==> src/rtl/multi_channel_mac.sv <==
// rtl/multi_channel_mac.sv - multi-lane pipelined multiply-accumulate with windowed, saturating sums
module multi_channel_mac #(
    parameter int bitwidthA      = 8,
    parameter int bitwidthB      = 8,
    parameter int CHANNELS       = 4,
    parameter int AccCycles      = 400,
    parameter int bitwidthAccRes = 25,
    parameter int SIGNED         = 0
) (
    input  logic                               clock,
    input  logic                               reset,
    input  logic                               enable,
    input  logic                               in_valid,
    input  logic                               in_last,
    input  logic [CHANNELS*bitwidthA-1:0]      operandA,
    input  logic [CHANNELS*bitwidthB-1:0]      operandB,
    output logic [CHANNELS*bitwidthAccRes-1:0] AccResult,
    output logic [CHANNELS-1:0]                overflow,
    output logic                               out_valid,
    output logic                               busy
);

    localparam int PW = bitwidthA + bitwidthB;
    localparam int W  = bitwidthAccRes;
    localparam int CW = (AccCycles > 1) ? $clog2(AccCycles) : 1;
    localparam logic [CW-1:0] LAST_COUNT = CW'(AccCycles - 1);

    if (W < PW) begin : g_width_check
        $error("bitwidthAccRes must be at least bitwidthA+bitwidthB");
    end
    if (AccCycles < 1) begin : g_window_check
        $error("AccCycles must be at least 1");
    end

    logic [CW-1:0]                 count;
    logic [CHANNELS*bitwidthA-1:0] a1;
    logic [CHANNELS*bitwidthB-1:0] b1;
    logic                          v1, last1, v2, last2;
    logic [PW-1:0]                 prod_c [CHANNELS];
    logic [PW-1:0]                 prod_r [CHANNELS];
    logic [W-1:0]                  ext    [CHANNELS];
    logic [W-1:0]                  acc    [CHANNELS];
    logic [W-1:0]                  sat_val[CHANNELS];
    logic [CHANNELS-1:0]           sat;
    logic [CHANNELS-1:0]           ovf;

    // Stages 1 and 2: operand capture, window counting and multiply
    always_ff @(posedge clock) begin
        if (reset) begin
            count <= '0;
            v1    <= 1'b0;
            last1 <= 1'b0;
            v2    <= 1'b0;
            last2 <= 1'b0;
        end else if (enable) begin
            v1    <= in_valid;
            last1 <= in_valid & (in_last | (count == LAST_COUNT));
            if (in_valid) begin
                a1    <= operandA;
                b1    <= operandB;
                count <= (in_last | (count == LAST_COUNT)) ? '0 : count + 1'b1;
            end
            v2    <= v1;
            last2 <= last1;
            if (v1) begin
                for (int i = 0; i < CHANNELS; i++) begin
                    prod_r[i] <= prod_c[i];
                end
            end
        end
    end

    for (genvar i = 0; i < CHANNELS; i++) begin : g_lane
        logic [PW-1:0] ea, eb;
        logic [W:0]    sum;

        // Low PW bits of the product are identical for signed and unsigned once operands are extended
        if (SIGNED != 0) begin : g_signed
            assign ea     = PW'($signed(a1[i*bitwidthA +: bitwidthA]));
            assign eb     = PW'($signed(b1[i*bitwidthB +: bitwidthB]));
            assign ext[i] = W'($signed(prod_r[i]));
            assign sum    = {acc[i][W-1], acc[i]} + {ext[i][W-1], ext[i]};
            assign sat[i] = sum[W] ^ sum[W-1];
            assign sat_val[i] = !sat[i] ? sum[W-1:0] :
                                sum[W]  ? {1'b1, {(W-1){1'b0}}} : {1'b0, {(W-1){1'b1}}};
        end else begin : g_unsigned
            assign ea     = PW'(a1[i*bitwidthA +: bitwidthA]);
            assign eb     = PW'(b1[i*bitwidthB +: bitwidthB]);
            assign ext[i] = W'(prod_r[i]);
            assign sum    = {1'b0, acc[i]} + {1'b0, ext[i]};
            assign sat[i] = sum[W];
            assign sat_val[i] = sat[i] ? {W{1'b1}} : sum[W-1:0];
        end

        assign prod_c[i] = ea * eb;
    end

    // Stage 3: saturating accumulate; a window end publishes the sum and restarts from zero
    always_ff @(posedge clock) begin
        if (reset) begin
            for (int i = 0; i < CHANNELS; i++) begin
                acc[i] <= '0;
            end
            ovf       <= '0;
            AccResult <= '0;
            overflow  <= '0;
            out_valid <= 1'b0;
        end else begin
            out_valid <= enable & v2 & last2;
            if (enable && v2) begin
                for (int i = 0; i < CHANNELS; i++) begin
                    if (last2) begin
                        AccResult[i*W +: W] <= sat_val[i];
                        overflow[i]         <= ovf[i] | sat[i];
                        acc[i]              <= '0;
                        ovf[i]              <= 1'b0;
                    end else begin
                        acc[i] <= sat_val[i];
                        ovf[i] <= ovf[i] | sat[i];
                    end
                end
            end
        end
    end

    assign busy = (count != '0) | v1 | v2;

endmodule
==> config.mk <==
export PLATFORM = sky130hd
export DESIGN_NAME = multi_channel_mac
export DESIGN_NICKNAME = d
export VERILOG_FILES = /design/src/rtl/multi_channel_mac.sv
export SDC_FILE = /design/constraint.sdc
export NUM_CORES = 1
export LEC_CHECK = 0
export ABC_AREA = 1
export CAP_MARGIN = 5
export CORE_MARGIN = 1.5
export CORE_UTILIZATION = 30
export CTS_CLUSTER_DIAMETER = 50
export CTS_CLUSTER_SIZE = 8
export DETAILED_ROUTE_END_ITERATION = 8
export GPL_TIMING_DRIVEN = 0
export SLEW_MARGIN = 10
export SYNTH_ARGS = -nofsm -noshare
export SYNTH_HDL_FRONTEND = slang
export SYNTH_SLANG_ARGS = --single-unit
==> constraint.sdc <==
create_clock -name clock -period 10.08 [get_ports clock]
set_clock_uncertainty 0.05 [all_clocks]
set_input_delay 2.016 -clock clock [delete_from_list [all_inputs] [get_ports clock]]
set_output_delay 2.016 -clock clock [all_outputs]
set_load 0.01 [all_outputs]
Yosys cells after proc, flatten, opt, wreduce, memory -nomap -nowiden:

Memory sizes are Yosys's and may differ from the RTL's.
Cells that the tools add are included.

* register bits after elaboration: 186
* memory bits (writable): 164
* input bits: 69
* output and inout bits: 106
* logic and storage cells: 78
* memories kept: 2

* add/sub/neg operators: 5
* multipliers: 4
* eq/ne operators: 1
* multiplexer cells: 31
* bitwise operators: 19
* reductions and logical operators: 5

Memories
* acc: depth 4, bits a word 25, rd ports 4, clocked after memory_dff 0, write ports 4, RTL line 42 `logic [W-1:0] acc [CHANNELS];`
* prod_r: depth 4, bits a word 16, rd ports 4, clocked after memory_dff 0, write ports 4, RTL line 40 `logic [PW-1:0] prod_r [CHANNELS];`

Operators by type and width (number)
* $mux W25: 12
* $add A25 B16 Y26: 4
* $mul A8 B8 Y16: 4
* $mux W1: 18
* $or A1 B1 Y1: 15
* $add A9 B1 Y9 const B: 1
* $eq A9 B9 Y1 const B: 1
* $mux W9: 1
* $reduce_bool A9 Y1: 1
* $reduce_and A2 Y1: 2
* $and A1 B1 Y1: 3
* $reduce_and A3 Y1: 1
* $logic_and A1 B1 Y1: 1
* $not A1 Y1: 1

Depth between registers and ports, before layout:

Gate-level depths: netlist (run 1).

* depth in word-level cells: 6
* gate-level depth with buffers: 20
* depth with buffers taken out: 19

Least setup slack after synthesis (run 1):

No wires, ideal clock.

* path type: input-to-reg
* start: in reset
* end: mem prod_r[0][0] (netlist bit) (enable)
* setup time: 0.487 ns
* arrival: 4.887 ns
* data required time: 9.543 ns
* slack: 4.656 ns
* cell stages on the path: 2
* path buffers: 1
* path through: buf_2 nor2_1

RTL lines
* start, declared: RTL line 11 `input logic reset,`
* end, declared: RTL line 40

==> results.sh, run 1 <==
export IMPL_post_synth_top_area_cell="sky130_fd_sc_hd__edfxtp_1"
export IMPL_layout_area_overhead_vs_synth_pct=19.43
export IMPL_grt_overflow_total=0
export IMPL_cts_sink_count=350
export IMPL_post_synth_top_area_fraction=0.2498
export IMPL_crit_start="a1[29]"
export IMPL_finalHoldWorstSlack_ns=0.3980
export IMPL_critical_path_endpoint="prod_r[3][12]"
export IMPL_placeableCoreArea_um2=90290
export IMPL_starting_utilization_of_the_core_area=0.3036
export IMPL_report_final_slew_viol_count=0
export IMPL_synth_warnings=0
export IMPL_status="finished clean"
export IMPL_fin_ws_ns=5.529
export IMPL_clock_root_buffer="sky130_fd_sc_hd__clkbuf_16"
export IMPL_via_count=21861
export IMPL_min_delay_path_class="flip-flop to flip-flop"
export IMPL_globalplace_congestion=0.9222
export IMPL_min_period_over_period=0.4514
export IMPL_syn_num_nets=4061
export IMPL_io_buffers=173
export IMPL_critPathKind="flip-flop to flip-flop"
export IMPL_cts_resized_gates=0
export IMPL_critical_path_max_fanout=8
export IMPL_cellLeakagePower_nw=17.66
export IMPL_drt_pass1_iter_count=5
export IMPL_worstSetupEndpointType="flip-flop"
export IMPL_max_freq_mhz=219.8
export IMPL_slew_headroom=0.4165
export IMPL_max_stage_delay_ns=0.55
export IMPL_dpl_instance_area_um2=30790
export IMPL_stdcell_area_um2=32740
export IMPL_crit_path_top_delay_cell="sky130_fd_sc_hd__fa_1"
export IMPL_multi_input_area_um2=14520
export IMPL_finalNonFillerCells=5102
export IMPL_cts_hold_fix_buffers=0
export IMPL_first_global_vias=21495
export IMPL_initialDrtViolationCount=1140
export IMPL_syn_inst=3634
export IMPL_route_antenna_remaining_nets=0
export IMPL_setup_tns_final_ns=0
export IMPL_hold_viol_final=0
export IMPL_synth_seq_area_share=0.3389
export IMPL_worst_slack_after_detailed_placement_ns=5.467
export IMPL_synth_edff_count=228
export IMPL_synth_flop_cell="sky130_fd_sc_hd__edfxtp_1"
export IMPL_rsz0062_at_grt="false"
export IMPL_cts_htree_levels=2
export IMPL_die_h_um=305.3
export IMPL_ff_latch_area_um2=9289
export IMPL_cts_setup_buffers=0
export IMPL_tritoncts="built"
export IMPL_count_of_different_cell_masters_after_synthesis=41
export IMPL_critical_path_reg2reg_endpoint="prod_r[3][12]"
export IMPL_p_per_area_nw_per_um2=152.6
export IMPL_detail_route_wl_per_cell_um=13.99
export IMPL_worstPathArrival_ns=4.87
export IMPL_nets=4301
export IMPL_fillerInstances=9420
export IMPL_chipWidth_um=305.3
export IMPL_drc=0
export IMPL_wl_um=71400
export IMPL_ffs_w_async_s_r_synth=0
export IMPL_r2r_start="a1[29]"
export IMPL_setup_viol=0
export IMPL_clock_path_buffers=3
export IMPL_clkTransAtPathRegs_ns=0.05
export IMPL_worst_ir_drop_vdd_mv=0.1247
export IMPL_yosys_top_cells_area="sky130_fd_sc_hd__edfxtp_1 (25%), sky130_fd_sc_hd__nand2_1 (17%), sky130_fd_sc_hd__inv_1 (11%)"
export IMPL_total_power_mw=4.995
export IMPL_synth_seq_cells=350
export IMPL_grt_start_max_net_pins=41
export IMPL_num_io_pins=175
export IMPL_vias_per_cell=4.285
export IMPL_global_route_usage_total=0.1540
export IMPL_design_die_area_um2=93200
export IMPL_cell_count_post_placement=4989
export IMPL_startpoint_type="flip-flop"
export IMPL_final_core_utilization=0.3626
export IMPL_synthesis_area_um2=27410
export IMPL_finalCriticalPeriod_ns=4.551
export IMPL_avgSynthCellArea_um2=7.543
export IMPL_drive_gt1_frac=0.06706
export IMPL_clk_latency_ns=0.62
export IMPL_grt_first_pass_wirelength_um=114300
export IMPL_rr_worst_depth=17
export IMPL_dp_final_hpwl_um=57720
export IMPL_rows=110
export IMPL_tightest_slew_ns=0.8753
export IMPL_crit_chain="clkbuf_1 > nand2_1 > fa_1 > fa_1 > inv_1 > fa_1 > inv_1 > fa_1 > inv_1 > ha_1 > a21oi_1 > a21boi_0 > o21ai_0 > nand3_1 > nand2_1 > nand2_1 > nand2_1"
export IMPL_regToRegSetupSlack_ns=5.53
export IMPL_max_cap_violations=0
export IMPL_required_time_of_the_critical_path_ns=10.40
export IMPL_cts_inserted_buffers=59
export IMPL_antenna_violations_before_repair=4
==> synthesized netlist by cell type, types with 5 or more instances <==
cell type and n:
sky130_fd_sc_hd__a211oi_1 5, sky130_fd_sc_hd__nand2_1 1232, sky130_fd_sc_hd__clkbuf_1 71, sky130_fd_sc_hd__edfxtp_1 228, sky130_fd_sc_hd__nand3b_1 11, sky130_fd_sc_hd__inv_1 807
sky130_fd_sc_hd__fa_1 148, sky130_fd_sc_hd__buf_2 23, sky130_fd_sc_hd__nand2_2 37, sky130_fd_sc_hd__o21ai_1 49, sky130_fd_sc_hd__a21oi_1 73, sky130_fd_sc_hd__nand4_1 23
sky130_fd_sc_hd__dfxtp_1 122, sky130_fd_sc_hd__xnor2_1 16, sky130_fd_sc_hd__xor2_1 62, sky130_fd_sc_hd__nand3_2 28, sky130_fd_sc_hd__nand3_1 127, sky130_fd_sc_hd__nor2_2 16
sky130_fd_sc_hd__nor2_4 7, sky130_fd_sc_hd__o21ai_0 27, sky130_fd_sc_hd__ha_1 210, sky130_fd_sc_hd__and2_1 13, sky130_fd_sc_hd__nor2_1 204, sky130_fd_sc_hd__nor3_1 13
sky130_fd_sc_hd__buf_6 9, sky130_fd_sc_hd__inv_2 24, sky130_fd_sc_hd__or2_2 16, sky130_fd_sc_hd__a21o_1 5
==> worst min path at each step <==
stage | endpoint | slack, ns | startpoint | depth (start not counted)
6_report | AccResult[55] | 0.40 | AccResult[55] | 2
5_1_grt | AccResult[49] | 0.42 | AccResult[49] | 2
4_1_cts | AccResult[55] | 0.40 | AccResult[55] | 2
3_3_place_gp | AccResult[51] | 0.39 | AccResult[51] | 2
2_1_floorplan | last1 | 0.39 | last1 | 2
3_5_place_dp | AccResult[55] | 0.39 | AccResult[55] | 2
==> area by class of cell <==
class	count	share of cell area
timing repair buffer	179	0.05748
inverter	833	0.09551
clock buffer	93	0.05251
sequential	350	0.2837
clock inverter	16	0.006650
tap	1176	0.04495
buffer	105	0.01521
multi-input combinational	2346	0.4436
antenna	4	0.0003058
==> sequential cells by signal (all words and copies together), names as in the netlist, 4 cells and up <==
signal     flops
AccResult    100
a1            32
acc          100
b1            32
count          9
overflow       4
ovf            4
prod_r        64
==> metal layers <==
metal	track usage	vias up	share of wire
met5	0	-	0
met2	0.2600	352	0.46
li1	-	11443	-
met4	0.05345	0	0.031
met1	0.2017	9963	0.47
met3	0.02004	103	0.034
==> cells in the final DEF, fill, tap and decap left out, drive strengths merged, types with 16 or more instances in the layout <==
master / n
nand2: 1272
nand4: 25
nand3: 156
xnor2: 16
buf: 40
a21oi: 73
edfxtp: 228
ha: 210
clkdlybuf4s50: 173
clkbuf: 164
or2: 20
inv: 831
nor2: 227
o21ai: 76
fa: 148
nor3: 16
xor2: 62
dfxtp: 122
==> cells by family after synthesis <==
| group | Yosys count | share of synthesized area |
|---|---|---|
| xor+xnor | 78 | 0.02492 |
| buf+inv | 938 | 0.1322 |
| compound gates | 169 | 0.03277 |
| simple gates | 1741 | 0.2673 |
| fa+ha+maj | 358 | 0.2039 |
| flops | 350 | 0.3389 |
==> power breakdown <==
part           switching (mW)  internal (mW)
clock network           0.704           1.26
registers              0.0217           1.64
logic                   0.827          0.542
total                    1.55           3.44
==> critical path, delay by kind of cell, from the launching register on <==
family | cells | cell delay (ns)
flip-flops | 1 | 0.31
adder cells (fa/ha/maj) | 5 | 2.37
buffers and inverters | 4 | 0.48
AND/OR/NAND/NOR | 5 | 0.40
AO/OA/AOI/OAI | 3 | 0.70
(Power assumes the default switching activity.)
==> run 2: changes to the inputs <==
==> constraint.sdc (replaced) <==
create_clock -name clock -period 4.26 [get_ports clock]
set_clock_uncertainty 0.05 [all_clocks]
set_input_delay 0.852 -clock clock [delete_from_list [all_inputs] [get_ports clock]]
set_output_delay 0.852 -clock clock [all_outputs]
set_load 0.01 [all_outputs]
==> results.sh, run 2 (synthesized netlist as in run 1, its figures left out) <==
export IMPL_setup_viol=0
export IMPL_final_common_cell="sky130_fd_sc_hd__nand2_1"
export IMPL_design_die_area_um2=93200
export IMPL_rr_worst_depth=17
export IMPL_route_antenna_remaining_nets=0
export IMPL_via_count=22016
export IMPL_antenna_violations_before_repair=4
export IMPL_worstPathArrival_ns=4.43
export IMPL_clk_latency_ns=0.62
export IMPL_p_clk_frac=0.383
export IMPL_total_power_mw=12.15
export IMPL_drt_pass1_iter_count=5
export IMPL_dpl_instance_area_um2=30790
export IMPL_max_freq_mhz=243.7
export IMPL_initialDrtViolationCount=1153
export IMPL_global_route_usage_total=0.1541
export IMPL_tritoncts="built"
export IMPL_internal_power_mw=8.353
export IMPL_critPathKind="flip-flop to flip-flop"
export IMPL_r2r_start="b1[27]"
export IMPL_final_cell_mix="sky130_fd_sc_hd__nand2_1 (1226), sky130_fd_sc_hd__inv_1 (807), sky130_fd_sc_hd__edfxtp_1 (228)"
export IMPL_grt_start_max_net_pins=41
export IMPL_nets=4319
export IMPL_wl_um=72030
export IMPL_hold_viol_final=0
export IMPL_crit_cells=17
export IMPL_p_per_area_nw_per_um2=365.1
export IMPL_regToRegSetupSlack_ns=0.16
export IMPL_clock_path_buffers=3
export IMPL_crit_chain="buf_4 > nand2_1 > inv_1 > fa_1 > fa_1 > fa_1 > inv_1 > fa_1 > inv_1 > ha_1 > a21oi_2 > a21boi_2 > o21ai_2 > nand3_1 > nand2_1 > nand2_1 > nand2_1"
export IMPL_power_frac_seq=0.327
export IMPL_report_final_slew_viol_count=0
export IMPL_worstPathBufferInverterCount=4
export IMPL_dp_final_hpwl_um=57720
export IMPL_worst_ir_drop_vdd_mv=0.2918
export IMPL_placeableCoreArea_um2=90290
export IMPL_critical_path_max_fanout=5
export IMPL_globalplace_congestion=0.9222
export IMPL_cts_inserted_buffers=59
export IMPL_starting_utilization_of_the_core_area=0.3036
export IMPL_clkTransAtPathRegs_ns=0.05
export IMPL_min_delay_path_class="flip-flop to flip-flop"
export IMPL_drc=0
export IMPL_max_cap_violations=0
export IMPL_finalCriticalPeriod_ns=4.104
export IMPL_critical_path_endpoint="prod_r[3][12]"
export IMPL_detail_route_wl_per_cell_um=14.07
export IMPL_vias_per_cell=4.300
export IMPL_first_global_vias=21453
export IMPL_chipWidth_um=305.3
export IMPL_crit_path_top_delay_cell="sky130_fd_sc_hd__fa_1"
export IMPL_min_period_over_period=0.9634
export IMPL_cts_sink_count=350
export IMPL_cts_hold_fix_buffers=0
export IMPL_max_stage_delay_ns=0.54
export IMPL_cellLeakagePower_nw=17.94
export IMPL_slew_headroom=0.3997
export IMPL_rows=110
export IMPL_setup_tns_final_ns=0
export IMPL_layout_area_overhead_vs_synth_pct=21.42
export IMPL_startpoint_type="flip-flop"
export IMPL_net_switching_fraction_of_the_power=0.3126
export IMPL_tightest_slew_ns=0.9004
export IMPL_status="finished clean"
export IMPL_cts_htree_levels=2
export IMPL_io_buffers=173
export IMPL_num_io_pins=175
export IMPL_required_time_of_the_critical_path_ns=4.59
export IMPL_clock_root_buffer="sky130_fd_sc_hd__clkbuf_16"
export IMPL_reg_largest_list="AccResult x100, acc x100, prod_r x64"
export IMPL_delay_heaviest_family_cp="adder cells"
export IMPL_stdcell_area_um2=33280
export IMPL_critical_path_reg2reg_endpoint="prod_r[3][12]"
export IMPL_die_h_um=305.3
export IMPL_share_comb_of_total_power=0.291
export IMPL_final_core_utilization=0.3687
export IMPL_worstSetupEndpointType="flip-flop"
export IMPL_total_switching_power_mw=3.798
export IMPL_crit_start="b1[27]"
export IMPL_drive_gt1_frac=0.09264
export IMPL_grt_overflow_total=0
export IMPL_grt_first_pass_wirelength_um=114400
-- run 2: worst min-delay path by stage --
stage	slack (ns)	depth (start not counted)	to	from
final	0.40	2	AccResult[55]	AccResult[55]
after CTS	0.40	2	AccResult[55]	AccResult[55]
after global routing	0.42	2	AccResult[49]	AccResult[49]
after global placement	0.39	2	AccResult[51]	AccResult[51]
after detailed placement	0.39	2	AccResult[55]	AccResult[55]
after floorplan	0.39	2	last1	last1
-- run 2: metal layers --
| layer | share of wire | track usage | up-vias |
|---|---|---|---|
| li1 | - | - | 11478 |
| met1 | 0.47 | 0.2014 | 10063 |
| met2 | 0.46 | 0.2598 | 363 |
| met3 | 0.035 | 0.02011 | 112 |
| met4 | 0.034 | 0.05600 | 0 |
| met5 | 0 | 0 | - |
-- run 2: worst reg2reg max path: stages, from the launching register on --
cell and delay, ns:
sky130_fd_sc_hd__edfxtp_1 0.46, sky130_fd_sc_hd__buf_4 0.17, sky130_fd_sc_hd__nand2_1 0.04, sky130_fd_sc_hd__inv_1 0.05, sky130_fd_sc_hd__fa_1 0.42, sky130_fd_sc_hd__fa_1 0.47
sky130_fd_sc_hd__fa_1 0.54, sky130_fd_sc_hd__inv_1 0.05, sky130_fd_sc_hd__fa_1 0.47, sky130_fd_sc_hd__inv_1 0.04, sky130_fd_sc_hd__ha_1 0.35, sky130_fd_sc_hd__a21oi_2 0.18
sky130_fd_sc_hd__a21boi_2 0.25, sky130_fd_sc_hd__o21ai_2 0.09, sky130_fd_sc_hd__nand3_1 0.09, sky130_fd_sc_hd__nand2_1 0.05, sky130_fd_sc_hd__nand2_1 0.05, sky130_fd_sc_hd__nand2_1 0.04
-- run 2: what timing repair did --
item / CTS / global route
cloned: 0 / 0
setup endpoints to repair: 13 / 19
buffers inserted: 19 / 50
pin swaps: 0 / 10
resized for setup: 1 / 41
-- run 2: cell type report --
cell class                      instances  area [um2]
Sequential cell                       350        9289
Clock inverter                         16       217.7
Fill cell                            9370       57000
Antenna cell                            4       10.01
Multi-Input combinational cell       2346       14740
Tap cell                             1176        1471
Buffer                                 54       306.5
Clock buffer                           93        1719
Inverter                              833        3127
Timing Repair Buffer                  248        2400
-- run 2: power by group through the flow --
| stage | sequential, mW | combinational [mW] | clock (mW) |
|---|---|---|---|
| after floorplan | 3.98 | 2.50 | 0 |
| after global placement | 4.00 | 3.18 | 0 |
| after detailed placement | 3.99 | 3.24 | 0 |
| after CTS | 3.97 | 3.23 | 4.79 |
| after global routing | 3.98 | 4.07 | 4.91 |
| final | 3.97 | 3.53 | 4.65 |
-- run 2: metrics by stage --
stage / hold slack (ns) / instances / worst slack (ns)
2_1_floorplan: 0.3905 / 3634 / 0.0003917
3_5_place_dp: 0.3878 / 4989 / -0.3198
3_3_place_gp: 0.3875 / 4983 / -2.322
4_1_cts: 0.4016 / 5076 / 0.0003841
6_report: 0.3981 / 5120 / 0.1558
5_1_grt: 0.4214 / 5120 / -0.03400
==> run 3: changes to the inputs <==
--- a/config.mk
+++ b/config.mk
@@ -8,7 +8,7 @@
 export ABC_AREA = 1
 export CAP_MARGIN = 5
 export CORE_MARGIN = 1.5
-export CORE_UTILIZATION = 30
+export CORE_UTILIZATION = 40
 export CTS_CLUSTER_DIAMETER = 50
 export CTS_CLUSTER_SIZE = 8
 export DETAILED_ROUTE_END_ITERATION = 8
==> results.sh, run 3 (synthesized netlist as in run 1, its figures left out) <==
export IMPL_status="finished clean"
export IMPL_nets=4318
export IMPL_hold_viol_final=0
export IMPL_startpoint_type="flip-flop"
export IMPL_worst_slack_after_detailed_placement_ns=-0.3170
export IMPL_first_global_vias=21354
export IMPL_wl_um=69660
export IMPL_worstPathArrival_ns=4.53
export IMPL_finalNonFillerCells=4816
export IMPL_critical_path_max_fanout=6
export IMPL_p_per_area_nw_per_um2=375.5
export IMPL_max_freq_mhz=241.9
export IMPL_clk_latency_ns=0.64
export IMPL_worstSetupEndpointType="flip-flop"
export IMPL_finalCriticalPeriod_ns=4.133
export IMPL_via_count=22068
export IMPL_grt_overflow_total=0
export IMPL_critPathKind="flip-flop to flip-flop"
export IMPL_reg_largest_list="AccResult x100, acc x100, prod_r x64"
export IMPL_io_buffers=173
export IMPL_required_time_of_the_critical_path_ns=4.66
export IMPL_vias_per_cell=4.582
export IMPL_slew_headroom=0.4617
export IMPL_fin_ws_ns=0.1269
export IMPL_design_die_area_um2=70110
export IMPL_tritoncts="built"
export IMPL_final_common_cell="sky130_fd_sc_hd__nand2_1"
export IMPL_dp_final_hpwl_um=55170
export IMPL_drc=0
export IMPL_layout_area_overhead_vs_synth_pct=20.37
export IMPL_initialDrtViolationCount=1262
export IMPL_setup_viol=0
export IMPL_clock_root_buffer="sky130_fd_sc_hd__clkbuf_16"
export IMPL_starting_utilization_of_the_core_area=0.4060
export IMPL_antenna_violations_before_repair=1
export IMPL_cts_inserted_buffers=61
export IMPL_crit_path_frequent_cell="sky130_fd_sc_hd__fa_1"
export IMPL_min_period_over_period=0.9702
export IMPL_clkTransAtPathRegs_ns=0.05
export IMPL_drive_gt1_frac=0.09513
export IMPL_route_antenna_remaining_nets=0
export IMPL_report_final_slew_viol_count=0
export IMPL_cts_htree_levels=2
export IMPL_rsz0062_at_grt="true"
export IMPL_global_route_usage_total=0.2000
export IMPL_tightest_slew_ns=0.7990
export IMPL_final_cell_mix="sky130_fd_sc_hd__nand2_1 (1224), sky130_fd_sc_hd__inv_1 (805), sky130_fd_sc_hd__edfxtp_1 (228)"
export IMPL_num_io_pins=175
export IMPL_max_cap_violations=0
export IMPL_cellLeakagePower_nw=17.98
export IMPL_drt_pass1_iter_count=7
export IMPL_crit_chain="buf_6 > nand2_1 > inv_1 > fa_1 > fa_1 > fa_1 > inv_1 > fa_1 > inv_1 > ha_4 > nand2_1 > nor2_1 > nand2_1 > nand3b_1 > nand2_2 > o21ai_2 > xor2_1"
export IMPL_clock_path_buffers=3
export IMPL_cell_count_post_placement=4685
export IMPL_fillerInstances=6614
export IMPL_crit_path_top_delay_cell="sky130_fd_sc_hd__edfxtp_1"
export IMPL_chipWidth_um=264.8
export IMPL_min_delay_path_class="flip-flop to flip-flop"
export IMPL_die_h_um=264.8
export IMPL_max_stage_delay_ns=0.50
export IMPL_rows=95
export IMPL_grt_start_max_net_pins=39
export IMPL_placeableCoreArea_um2=67510
export IMPL_cts_sink_count=350
export IMPL_detail_route_wl_per_cell_um=14.46
export IMPL_globalplace_congestion=0.9183
export IMPL_grt_first_pass_wirelength_um=111700
export IMPL_worst_ir_drop_vdd_mv=0.3194
==> run 3: cell count changes in the layout (fill, tap and decap cells not counted), sizes merged <==
| cell | delta |
|---|---|
| clkbuf | +1 |
| bufinv | +1 |
| clkinvlp | +1 |
| diode | -3 |
| clkinv | +1 |
| buf | -2 |
==> run 3: area by class of cell <==
class	instances	area, um2	area share
inverter	833	3127	0.09476
timing repair buffer	246	2369	0.07178
multi-input combinational	2346	14730	0.4464
clock buffer	95	1765	0.05350
sequential	350	9289	0.2815
antenna	1	2.502	0.00007584
clock inverter	19	317.8	0.009631
buffer	53	305.3	0.009252
tap	873	1092	0.03310
==> run 3: what timing repair did <==
action	in CTS	in global routing
resized for setup	2	57
pin swaps	0	11
hold buffers	0	0
setup endpoints to repair	12	19
buffers inserted	22	46
gates cloned	0	0
==> run 3: stage by stage <==
| stage | cell area [um2] | utilization | setup TNS, ns | power, mW | hold slack, ns |
|---|---|---|---|---|---|
| floorplan | 27410 | - | 0 | 6.478 | 0.3905 |
| global placement | 30240 | 0.4479 | -312.68 | 7.204 | 0.3878 |
| detailed placement | 30370 | 0.4499 | -1.474 | 7.247 | 0.3898 |
| CTS | 32460 | 0.4808 | 0 | 12.21 | 0.4013 |
| global route | 33000 | 0.4887 | -0.06327 | 13.17 | 0.4165 |
| finish | 33000 | 0.4887 | 0 | 12.39 | 0.3983 |
==> run 3: final timing paths <==
| kind | from | end | slack [ns] | cells past startpoint |
|---|---|---|---|---|
| setup / recovery | a1[3] | prod_r[0][15] | 0.13 | 17 |
| hold / removal | AccResult[4] | AccResult[4] | 0.40 | 2 |
| setup reg to reg | a1[3] | prod_r[0][15] | 0.13 | 17 |
| hold reg to reg | AccResult[4] | AccResult[4] | 0.40 | 2 |
==> run 3: report_power, final <==
part           internal (mW)  switching [mW]  total (mW)  leakage [nW]
clock network           3.15            1.74        4.89         0.996
registers               3.88          0.0936        3.97          3.20
logic                   1.47            2.07        3.53          13.8
==> run 3: worst max-delay path: cells and delay by family (launching register included) <==
family	cells	cell delay (ns)
AO/OA/AOI/OAI	1	0.12
XOR/XNOR	1	0.26
adder cells (fa/ha/maj)	5	2.22
buffers and inverters	4	0.34
flip-flops	1	0.50
AND/OR/NAND/NOR	6	0.48
==> run 3: per-layer routing <==
metal  track usage  part of all wire  vias up
met2        0.3207              0.44      472
met4       0.05529             0.025        0
met3       0.03112             0.054       91
met1        0.2801              0.48    10032
li1              -                 -    11473
met5             0                 0        -
